===== config.mk =====
export PLATFORM = sky130hd
export DESIGN_NAME = overlap_accum_seq
export DESIGN_NICKNAME = d
export VERILOG_FILES = /design/src/rtl/overlap_accum_seq.sv
export SDC_FILE = /design/constraint.sdc
export NUM_CORES = 1
export LEC_CHECK = 0
export CAP_MARGIN = 20
export CORE_MARGIN = 1.5
export CORE_UTILIZATION = 40
export DETAILED_ROUTE_END_ITERATION = 6
export PLACE_DENSITY = 0.65
export SLEW_MARGIN = 0
export SYNTH_ARGS = -nofsm -noshare
export SYNTH_HDL_FRONTEND = slang
export SYNTH_SLANG_ARGS = --single-unit

===== constraint.sdc =====
create_clock -name clk -period 2.09 [get_ports clk]
set_clock_uncertainty 0.05 [all_clocks]
set_input_delay 0.418 -clock clk [delete_from_list [all_inputs] [get_ports clk]]
set_output_delay 0.418 -clock clk [all_outputs]
set_load 0.02 [all_outputs]

===== src/rtl/overlap_accum_seq.sv =====
// overlap_accum_seq
// Overlap recombination stage for the GF(2) Karatsuba multiplier datapath.
// Collects the three sub-products (L, M, Hi) of an N-bit split carry-less
// multiplication as a stream of beats, XOR-accumulates each at its overlap
// offset, and holds the (2N-1)-bit product on a valid/ready output.
//
// MODE 0: middle term arrives already corrected and is placed as given.
// MODE 1: middle term is raw (aL^aH)*(bL^bH); the L^Hi correction is folded
//         in by also placing L and Hi at offset H as they arrive.
//
// state   | meaning
// --------+---------------------------------------------------------------
// ST_L    | collecting, next beat is the low sub-product (term_idx 0)
// ST_M    | collecting, next beat is the middle sub-product (term_idx 1)
// ST_HI   | collecting, next beat is the high sub-product (term_idx 2)
// ST_DONE | product held on out_data, waiting for out_ready

module overlap_accum_seq #(
    parameter int N    = 6,
    parameter int MODE = 0
) (
    input  logic           clk,
    input  logic           rst,
    input  logic           clr,
    input  logic           in_valid,
    output logic           in_ready,
    input  logic [N-2:0]   in_term,
    output logic [1:0]     term_idx,
    output logic           out_valid,
    input  logic           out_ready,
    output logic [2*N-2:0] out_data
);

    localparam int H = N / 2;
    localparam int W = 2 * N - 1;
    localparam bit KARATSUBA = (MODE != 0);

    typedef enum logic [1:0] {
        ST_L    = 2'd0,
        ST_M    = 2'd1,
        ST_HI   = 2'd2,
        ST_DONE = 2'd3
    } state_t;

    state_t         state;
    state_t         state_next;
    logic [W-1:0]   acc;
    logic [W-1:0]   acc_next;
    logic [W-1:0]   term_ext;
    logic [W-1:0]   term_sh_h;
    logic [W-1:0]   term_sh_n;
    logic           accept;

    // Sub-product placements; anything shifted past bit 2N-2 is dropped by
    // the fixed accumulator width (never happens for legal degree <= N-2).
    always_comb begin
        term_ext  = {{N{1'b0}}, in_term};
        term_sh_h = term_ext << H;
        term_sh_n = term_ext << N;
    end

    // Handshake outputs come straight from registered state, so in_ready never
    // depends on out_ready and out_data has no path from in_term.
    always_comb begin
        in_ready  = (state != ST_DONE);
        out_valid = (state == ST_DONE);
        out_data  = acc;
        accept    = in_valid && (state != ST_DONE);
        case (state)
            ST_L:    term_idx = 2'd0;
            ST_M:    term_idx = 2'd1;
            ST_HI:   term_idx = 2'd2;
            default: term_idx = 2'd0;
        endcase
    end

    // Next-state and accumulator update; clr overrides both accept and the
    // output handshake and discards whatever was collected or held.
    always_comb begin
        state_next = state;
        acc_next   = acc;
        case (state)
            ST_L: begin
                if (accept) begin
                    // Overwrite, never XOR: no stale bits from a prior product.
                    acc_next   = KARATSUBA ? (term_ext ^ term_sh_h) : term_ext;
                    state_next = ST_M;
                end
            end
            ST_M: begin
                if (accept) begin
                    acc_next   = acc ^ term_sh_h;
                    state_next = ST_HI;
                end
            end
            ST_HI: begin
                if (accept) begin
                    acc_next   = KARATSUBA ? (acc ^ term_sh_h ^ term_sh_n)
                                           : (acc ^ term_sh_n);
                    state_next = ST_DONE;
                end
            end
            ST_DONE: begin
                // Return to L without accepting this cycle: 1-cycle bubble.
                if (out_ready) begin
                    state_next = ST_L;
                end
            end
            default: begin
                state_next = ST_L;
            end
        endcase
        if (clr) begin
            state_next = ST_L;
            acc_next   = '0;
        end
    end

    // State and accumulator registers; rst acts like clr with top priority.
    always_ff @(posedge clk) begin
        if (rst) begin
            state <= ST_L;
            acc   <= '0;
        end else begin
            state <= state_next;
            acc   <= acc_next;
        end
    end

endmodule


=== Yosys cells after proc, flatten, opt, wreduce, memory -nomap -nowiden ===
Index checks and enable logic that the tools add are counted.

* Eq/ne operators: 8
* Muxes and demuxes: 10
* Bitwise gates (word level): 2
* Reduce and logical (&&, ||, !) cells: 6

{| class="wikitable"
|+ Operators with widths
! operator !! count
|-
| $mux 11 || 3
|-
| $pmux 11 s3 || 1
|-
| $xor 11x11->11 || 1
|-
| $xor 11x8->11 || 1
|-
| $mux 2 || 4
|-
| $ne 2x2->1 const B || 4
|-
| $pmux 2 s4 || 1
|-
| $reduce_and 4->1 || 2
|-
| $eq 2x2->1 const B || 2
|-
| $pmux 2 s2 || 1
|-
| $reduce_bool 3->1 || 1
|-
| $eq 2x1->1 const B || 1
|-
| $logic_not 2->1 || 1
|-
| $ne 2x1->1 const B || 1
|-
| $reduce_or 2->1 || 1
|-
| $logic_and 1x1->1 || 1
|}

* Bits in registers: 13
* Input bits: 10
* Output and inout port bits: 15
* Logic and storage cells: 28

=== Logic depth before layout (Yosys ltp) ===
Gate-level depths: netlist of run 1.

* Depth in word-level cells: 4
* Gate-level depth with buffers: 6
* Gate-level depth less buffers: 5

=== Worst setup path before layout of run 1 ===
No wires, ideal clock.

* Path kind: reg-to-reg
* Start point: reg state[1]
* End point: reg acc[6], in the netlist out_data[6]
* Setup time: 117 ps
* Arrival time: 1455 ps
* Required time: 1923 ps
* Slack: 468 ps
* Cell stages (with the launch flop): 7
* Buffers on the path: 1
* Clock period less this slack: 1622 ps
* Path through: dfxtp_1 -> inv_1 -> ha_1 -> buf_6 -> nor3_4 -> o22ai_1 -> a32o_1

* Cells in the longest elaborated chain, start to end: 4
* Elaborated cells between the ends (all ways): 11
* Those cells by class: eq/ne (6); mux (1); reduce/logical (4)

{| class="wikitable"
|+ RTL lines
! item !! line !! RTL
|-
| start: declaration || 45 || <nowiki>state_t state;</nowiki>
|-
| start signal: assignment || 125 || <nowiki>state <= state_next;</nowiki>
|-
| $ne 2x2->1 || 68 || <nowiki>accept = in_valid && (state != ST_DONE);</nowiki>
|-
| $logic_and 1x1->1 || 68 ||
|-
| $ne 2x2->1 (no source line) || -- ||
|-
| $reduce_and 4->1 (no source line) || -- ||
|-
| end signal: assignment || 126 || <nowiki>acc <= acc_next;</nowiki>
|-
| end: declaration || 47 || <nowiki>logic [W-1:0] acc;</nowiki>
|}

Several ways; a longest one is shown, not always the timed one.
A chain may end at the register's enable or synchronous reset.

=== Worst setup path after layout of run 1 ===
* Start point: reg state[1]
* End point: out in_ready

* Cells in the longest elaborated chain, start to end: 1

{| class="wikitable"
|+ RTL lines
! item !! line !! RTL
|-
| $ne 2x2->1 || 65 || <nowiki>in_ready = (state != ST_DONE);</nowiki>
|-
| end: declaration || 26 || <nowiki>output logic in_ready,</nowiki>
|}

No other way between the ends.

==> impl_metrics.env, run 1 <==
export IMPL_status="completed"
export IMPL_multiInputGateArea_sq_um=547
export IMPL_dp_cells=139
export IMPL_worstSetupPathDepth=3
export IMPL_wl_per_cell_um=13.7
export IMPL_crit_family="buffers and inverters"
export IMPL_synth_avg_cell_area_sq_um=9.54
export IMPL_drc=0
export IMPL_total_power_mw=0.541
export IMPL_holdBufCountCts=0
export IMPL_yosys_warnings=0
export IMPL_cts_buffer_depth=2
export IMPL_synth_flop_cell="dfxtp_1"
export IMPL_cts_tree="yes"
export IMPL_slew_violations=0
export IMPL_final_common_cell="clkdlybuf4s50_1"
export IMPL_synthDistinctLibCells=36
export IMPL_hold_depth=2
export IMPL_cp_num_buf_inv=2
export IMPL_start_util_pct=43.4
export IMPL_gp_congestion=0.730
export IMPL_syn_area_sq_um=868
export IMPL_critPathMaxStageDelay_ns=0.59
export IMPL_regArea_sq_um=263
export IMPL_ant_nets=0
export IMPL_cts_sinks=13
export IMPL_vias=780
export IMPL_crit_fanout=8
export IMPL_met2WireLength_um=826
export IMPL_die_w_um=49.6
export IMPL_tns_ns=0
export IMPL_period_share_pct=93.6
export IMPL_rows=16
export IMPL_async_reset_ff_share_pct=0
export IMPL_yosysSeqAreaShare_pct=30.0
export IMPL_cap_violations=0
export IMPL_hold_class="flip-flop to flip-flop"
export IMPL_critPathKind="flip-flop to output pin"
export IMPL_drtIter0Drc=17
export IMPL_worstSetupEndpointType="output pin"
export IMPL_first_global_vias=715
export IMPL_fin_cells=143
export IMPL_grt_max_degree=13
export IMPL_cts_root_buf="clkbuf_4"
export IMPL_wl_met1_um=997
export IMPL_place_ws_ns=0.206
export IMPL_pwr_share_comb_pct=22.7
export IMPL_track_usage_pct=18.4
export IMPL_cts_clk_slew_worst_paths_ns=0.09
export IMPL_final_setup_worst_slack_ns=0.133
export IMPL_fmax_mhz=511
export IMPL_dp_hpwl_um=1430
export IMPL_grt_ovfl_total=0
export IMPL_p_sw_mw=0.157
export IMPL_io_pins=25
export IMPL_drtPass1Iterations=4
export IMPL_cts_buffers=3
export IMPL_die_area_sq_um=2460
export IMPL_finalHoldViolCount=0
export IMPL_nFillCells=197
export IMPL_path_cells="ha_4 > inv_1 > clkdlybuf4s50_1"
export IMPL_p_per_area_nw_per_um2=469
export IMPL_relSlewSlack_pct=64.3
export IMPL_synth_edf_count=0
export IMPL_synthCells=91
export IMPL_grt_pass1_wl_um=3480
export IMPL_area_growth_pct=33.0
export IMPL_finalCriticalPeriod_ns=1.96
export IMPL_wl_um=1970
export IMPL_final_net_count=132
export IMPL_drive_above_1_share_pct=15.5
export IMPL_cpMaxStageDelayCell="clkdlybuf4s50_1"
export IMPL_highest_layer="met4"
export IMPL_layout_common_cells="clkdlybuf4s50_1 (23), dfxtp_1 (11), inv_1 (8), nand2_1 (7), nor2_1 (5)"
export IMPL_peakVddDrop_mv=0.298
export IMPL_power_frac_clock_pct=29.7
export IMPL_p_seq_share_pct=47.6
export IMPL_p_int_mw=0.384
export IMPL_setup_viol=0
export IMPL_core_sq_um=2000
export IMPL_worst_ep_arrival_time_ns=1.49
export IMPL_diodes=0
export IMPL_htreeDepth=1
export IMPL_clock_latency_ns=0.28
export IMPL_switching_share_pct=29.0
export IMPL_vias_per_cell=5.45
export IMPL_cp_start_kind="flip-flop"
export IMPL_worstMarginPinSlew_ns=0.536
export IMPL_antenna_found_initial=0
export IMPL_cp_data_required_time_ns=1.62
export IMPL_rr_worst_depth=5
export IMPL_rsz0062_at_grt="false"
export IMPL_syn_nets=106
export IMPL_leakage_nw=0.444
export IMPL_portBuffers=24
export IMPL_die_height_um=49.6
export IMPL_wl_met3_um=128
export IMPL_synth_seq_cells=13
-- flip-flops by register name, summed over array words and instances, names as in the netlist --
| name | cells |
|---|---|
| out_data | 11 |
| state | 2 |
-- worst paths after layout --
path / end / start / slack [ns]
min reg2reg: out_data[3] / out_data[3] / 0.43
min: out_data[3] / out_data[3] / 0.43
max reg2reg: out_data[2] / state[0] / 0.31
max: in_ready / state[1] / 0.13
-- metrics by stage --
| step | hold slack (ns) | util (%) | area [sq um] |
|---|---|---|---|
| CTS | 0.435 | 57.6 | 1150 |
| detailed placement | 0.419 | 55.6 | 1110 |
| finish | 0.432 | 57.7 | 1150 |
| floorplan | 0.436 | - | 868 |
| global route | 0.464 | 57.7 | 1150 |
| global placement | 0.418 | 55.6 | 1110 |
-- cell type report --
| type | count | share of cell area, % |
|---|---|---|
| clock inverters | 1 | 0.433 |
| inverters | 8 | 2.60 |
| repair buffers | 26 | 22.0 |
| well taps | 27 | 2.93 |
| multi-input cells | 65 | 47.3 |
| flip-flops and latches | 13 | 22.8 |
| clock buffers | 3 | 1.95 |
-- cells by family after synthesis --
group	share of synthesized area [%]
simple gates	21.9
compound gates	27.8
buf+inv	8.50
flops	30.0
fa+ha+maj	7.20
mux	4.61
-- cell usage after synthesis, drive strengths merged, types with 2 or more instances --
cell    number  area, sq um
o211a        4         40.0
nand2        8         37.5
nor3         3         26.3
nor2         6         25.0
a221oi       2         17.5
inv          8         30.0
ha           5         62.6
nand2b       3         18.8
a32o         4         40.0
a21oi        2         13.8
or2b         2         15.0
a31oi        2         12.5
dfxtp       13          260
o32a         2         20.0
o211ai       3         27.5
mux2i        4         40.0
o32ai        3         26.3
buf          5         43.8
o21bai       2         18.8
-- routing by layer --
| layer | vias to the layer above | GRT usage, % |
|---|---|---|
| met4 | 0 | 4.17 |
| met1 | 359 | 26.9 |
| met5 | - | 0 |
| li1 | 395 | - |
| met3 | 2 | 6.67 |
| met2 | 24 | 25.6 |
-- repair_timing --
action,CTS,global route
resized for setup,3,2
setup buffers,0,0
gates cloned,0,0
pin swaps,0,0
endpoints found under the setup margin,2,3
-- power by group through the flow --
stage	Combinational, mW	Clock [mW]	Sequential [mW]
after floorplan	0.0770	0	0.267
after global placement	0.123	0	0.262
final	0.123	0.161	0.258
after global routing	0.135	0.182	0.259
after CTS	0.123	0.171	0.258
after detailed placement	0.123	0	0.263
-- worst register-to-register path: stages, from the launching register on --
cell and delay, ns:
dfxtp_2 0.39, inv_1 0.09, ha_1 0.47, and4bb_4 0.42, mux2i_1 0.18, nor2_1 0.06
Power figures use the tool's default switching activity.
==> run 2: changes to the inputs <==
Settings changed: SLEW_MARGIN 0 to 20.
Clock period 2.09 ns to 2.2 ns, I/O delays scaled along.
==> impl_metrics.env, run 2 (synthesized netlist as in run 1, its figures left out) <==
export IMPL_gp_congestion=0.738
export IMPL_grt_ovfl_total=0
export IMPL_drc=0
export IMPL_path_cells="ha_2 > clkdlybuf4s50_1"
export IMPL_holdBufCountCts=0
export IMPL_final_setup_worst_slack_ns=0.105
export IMPL_placed_area_sq_um=1110
export IMPL_portBuffers=24
export IMPL_drtIter0Drc=19
export IMPL_fmax_mhz=477
export IMPL_final_common_cell="clkdlybuf4s50_1"
export IMPL_die_area_sq_um=2460
export IMPL_post_cts_buffers=0
export IMPL_leakage_nw=0.435
export IMPL_cts_tree="yes"
export IMPL_status="completed"
export IMPL_final_area_sq_um=1140
export IMPL_cts_buffer_depth=2
export IMPL_period_share_pct=95.2
export IMPL_die_height_um=49.6
export IMPL_crit_fanout=8
export IMPL_vias_per_cell=5.50
export IMPL_relSlewSlack_pct=64.6
export IMPL_cts_sinks=13
export IMPL_rows=16
export IMPL_critPathMaxStageDelay_ns=0.63
export IMPL_cp_start_kind="flip-flop"
export IMPL_fin_util_pct=57.1
export IMPL_cp_data_required_time_ns=1.71
export IMPL_cts_root_buf="clkbuf_4"
export IMPL_clock_latency_ns=0.28
export IMPL_core_sq_um=2000
export IMPL_slew_violations=0
export IMPL_first_global_vias=757
export IMPL_vias=786
export IMPL_wl_per_cell_um=13.4
export IMPL_start_util_pct=43.4
export IMPL_setup_viol=0
export IMPL_timing_hold_ws_ns=0.434
export IMPL_dp_hpwl_um=1460
export IMPL_fin_cells=143
export IMPL_largest_reg_flops=11
export IMPL_cap_violations=0
export IMPL_p_per_area_nw_per_um2=443
export IMPL_worst_ep_arrival_time_ns=1.60
export IMPL_worstSetupEndpointType="output pin"
export IMPL_hold_class="flip-flop to flip-flop"
export IMPL_rsz0062_at_grt="false"
export IMPL_grt_max_degree=12
export IMPL_total_power_mw=0.506
export IMPL_regArea_sq_um=260
export IMPL_finalHoldViolCount=0
export IMPL_io_pins=25
export IMPL_multiInputGateArea_sq_um=537
export IMPL_tns_ns=0
export IMPL_final_net_count=132
export IMPL_cp_num_buf_inv=1
export IMPL_area_growth_pct=31.6
export IMPL_ant_nets=0
export IMPL_place_ws_ns=0.293
export IMPL_track_usage_pct=17.3
export IMPL_cpMaxStageDelayCell="clkdlybuf4s50_1"
export IMPL_crit_family="buffers and inverters"
export IMPL_diodes=0
export IMPL_critPathKind="flip-flop to output pin"
export IMPL_wl_um=1910
export IMPL_finalCriticalPeriod_ns=2.09
export IMPL_htreeDepth=1
export IMPL_antenna_found_initial=0
export IMPL_grt_pass1_wl_um=3320
export IMPL_layout_common_cells="clkdlybuf4s50_1 (24), dfxtp_1 (13), inv_1 (8), nand2_1 (7), nor2_1 (5)"
export IMPL_worstMarginPinSlew_ns=0.531
export IMPL_nFillCells=186
export IMPL_dp_cells=139
export IMPL_cts_clk_slew_worst_paths_ns=0.08
export IMPL_drive_above_1_share_pct=12.9
export IMPL_die_w_um=49.6
export IMPL_cts_buffers=3
export IMPL_drtPass1Iterations=4
export IMPL_peakVddDrop_mv=0.323
-- run 2: cell types whose count changed in the layout (fill, tap and decap cells not counted) --
cell,previous run,this run
clkbuf_1,0,1
clkdlybuf4s50_1,23,24
clkinv_2,1,0
dfxtp_1,11,13
dfxtp_2,2,0
dlygate4sd2_1,1,0
ha_2,0,1
ha_4,1,0
-- run 2: repair_timing --
item,4_1_cts,5_1_grt
setup endpoints to repair,1,0
resized for setup,1,0
endpoints found under the hold margin,0,0
-- run 2: worst min-delay path, stage by stage (launching register included) --
cell,delay [ns]
dfxtp_1,0.33
nand2_1,0.06
o32ai_1,0.06
-- run 2: worst paths after layout --
| check | start | endpoint | slack, ns | depth (start not counted) |
|---|---|---|---|---|
| hold reg to reg | out_data[5] | out_data[5] | 0.43 | 2 |
| hold / removal | out_data[5] | out_data[5] | 0.43 | 2 |
| setup / recovery | state[1] | out_valid | 0.11 | 2 |
| setup reg to reg | state[0] | out_data[0] | 0.38 | 5 |
-- run 2: layout make-up --
cell class | instances | area share, %
inverters | 8 | 2.63
well taps | 27 | 2.96
clock buffers | 4 | 2.30
repair buffers | 26 | 22.3
multi-input cells | 65 | 47.0
flip-flops and latches | 13 | 22.8
-- run 2: per-layer routing --
layer	vias to the layer above	share of wire (%)	global-route usage, %
met5	-	0	0
met4	0	0.73	4.17
met3	2	5.3	4.55
met2	29	44	27.6
met1	363	50	23.1
li1	392	-	-
-- run 2: report_power, final --
| part | switching (mW) | leakage [nW] | total [mW] | internal, mW |
|---|---|---|---|---|
| Sequential | 0.00383 | 0.105 | 0.244 | 0.240 |
| Combinational | 0.0597 | 0.315 | 0.117 | 0.0573 |
| Clock | 0.0747 | 0.0150 | 0.145 | 0.0703 |
==> run 3: changes to the inputs <==
Settings changed: SLEW_MARGIN 20 to unset.
==> results of run 3 <==
Same layout as run 2: the final DEF is identical, and so are final timing and power.
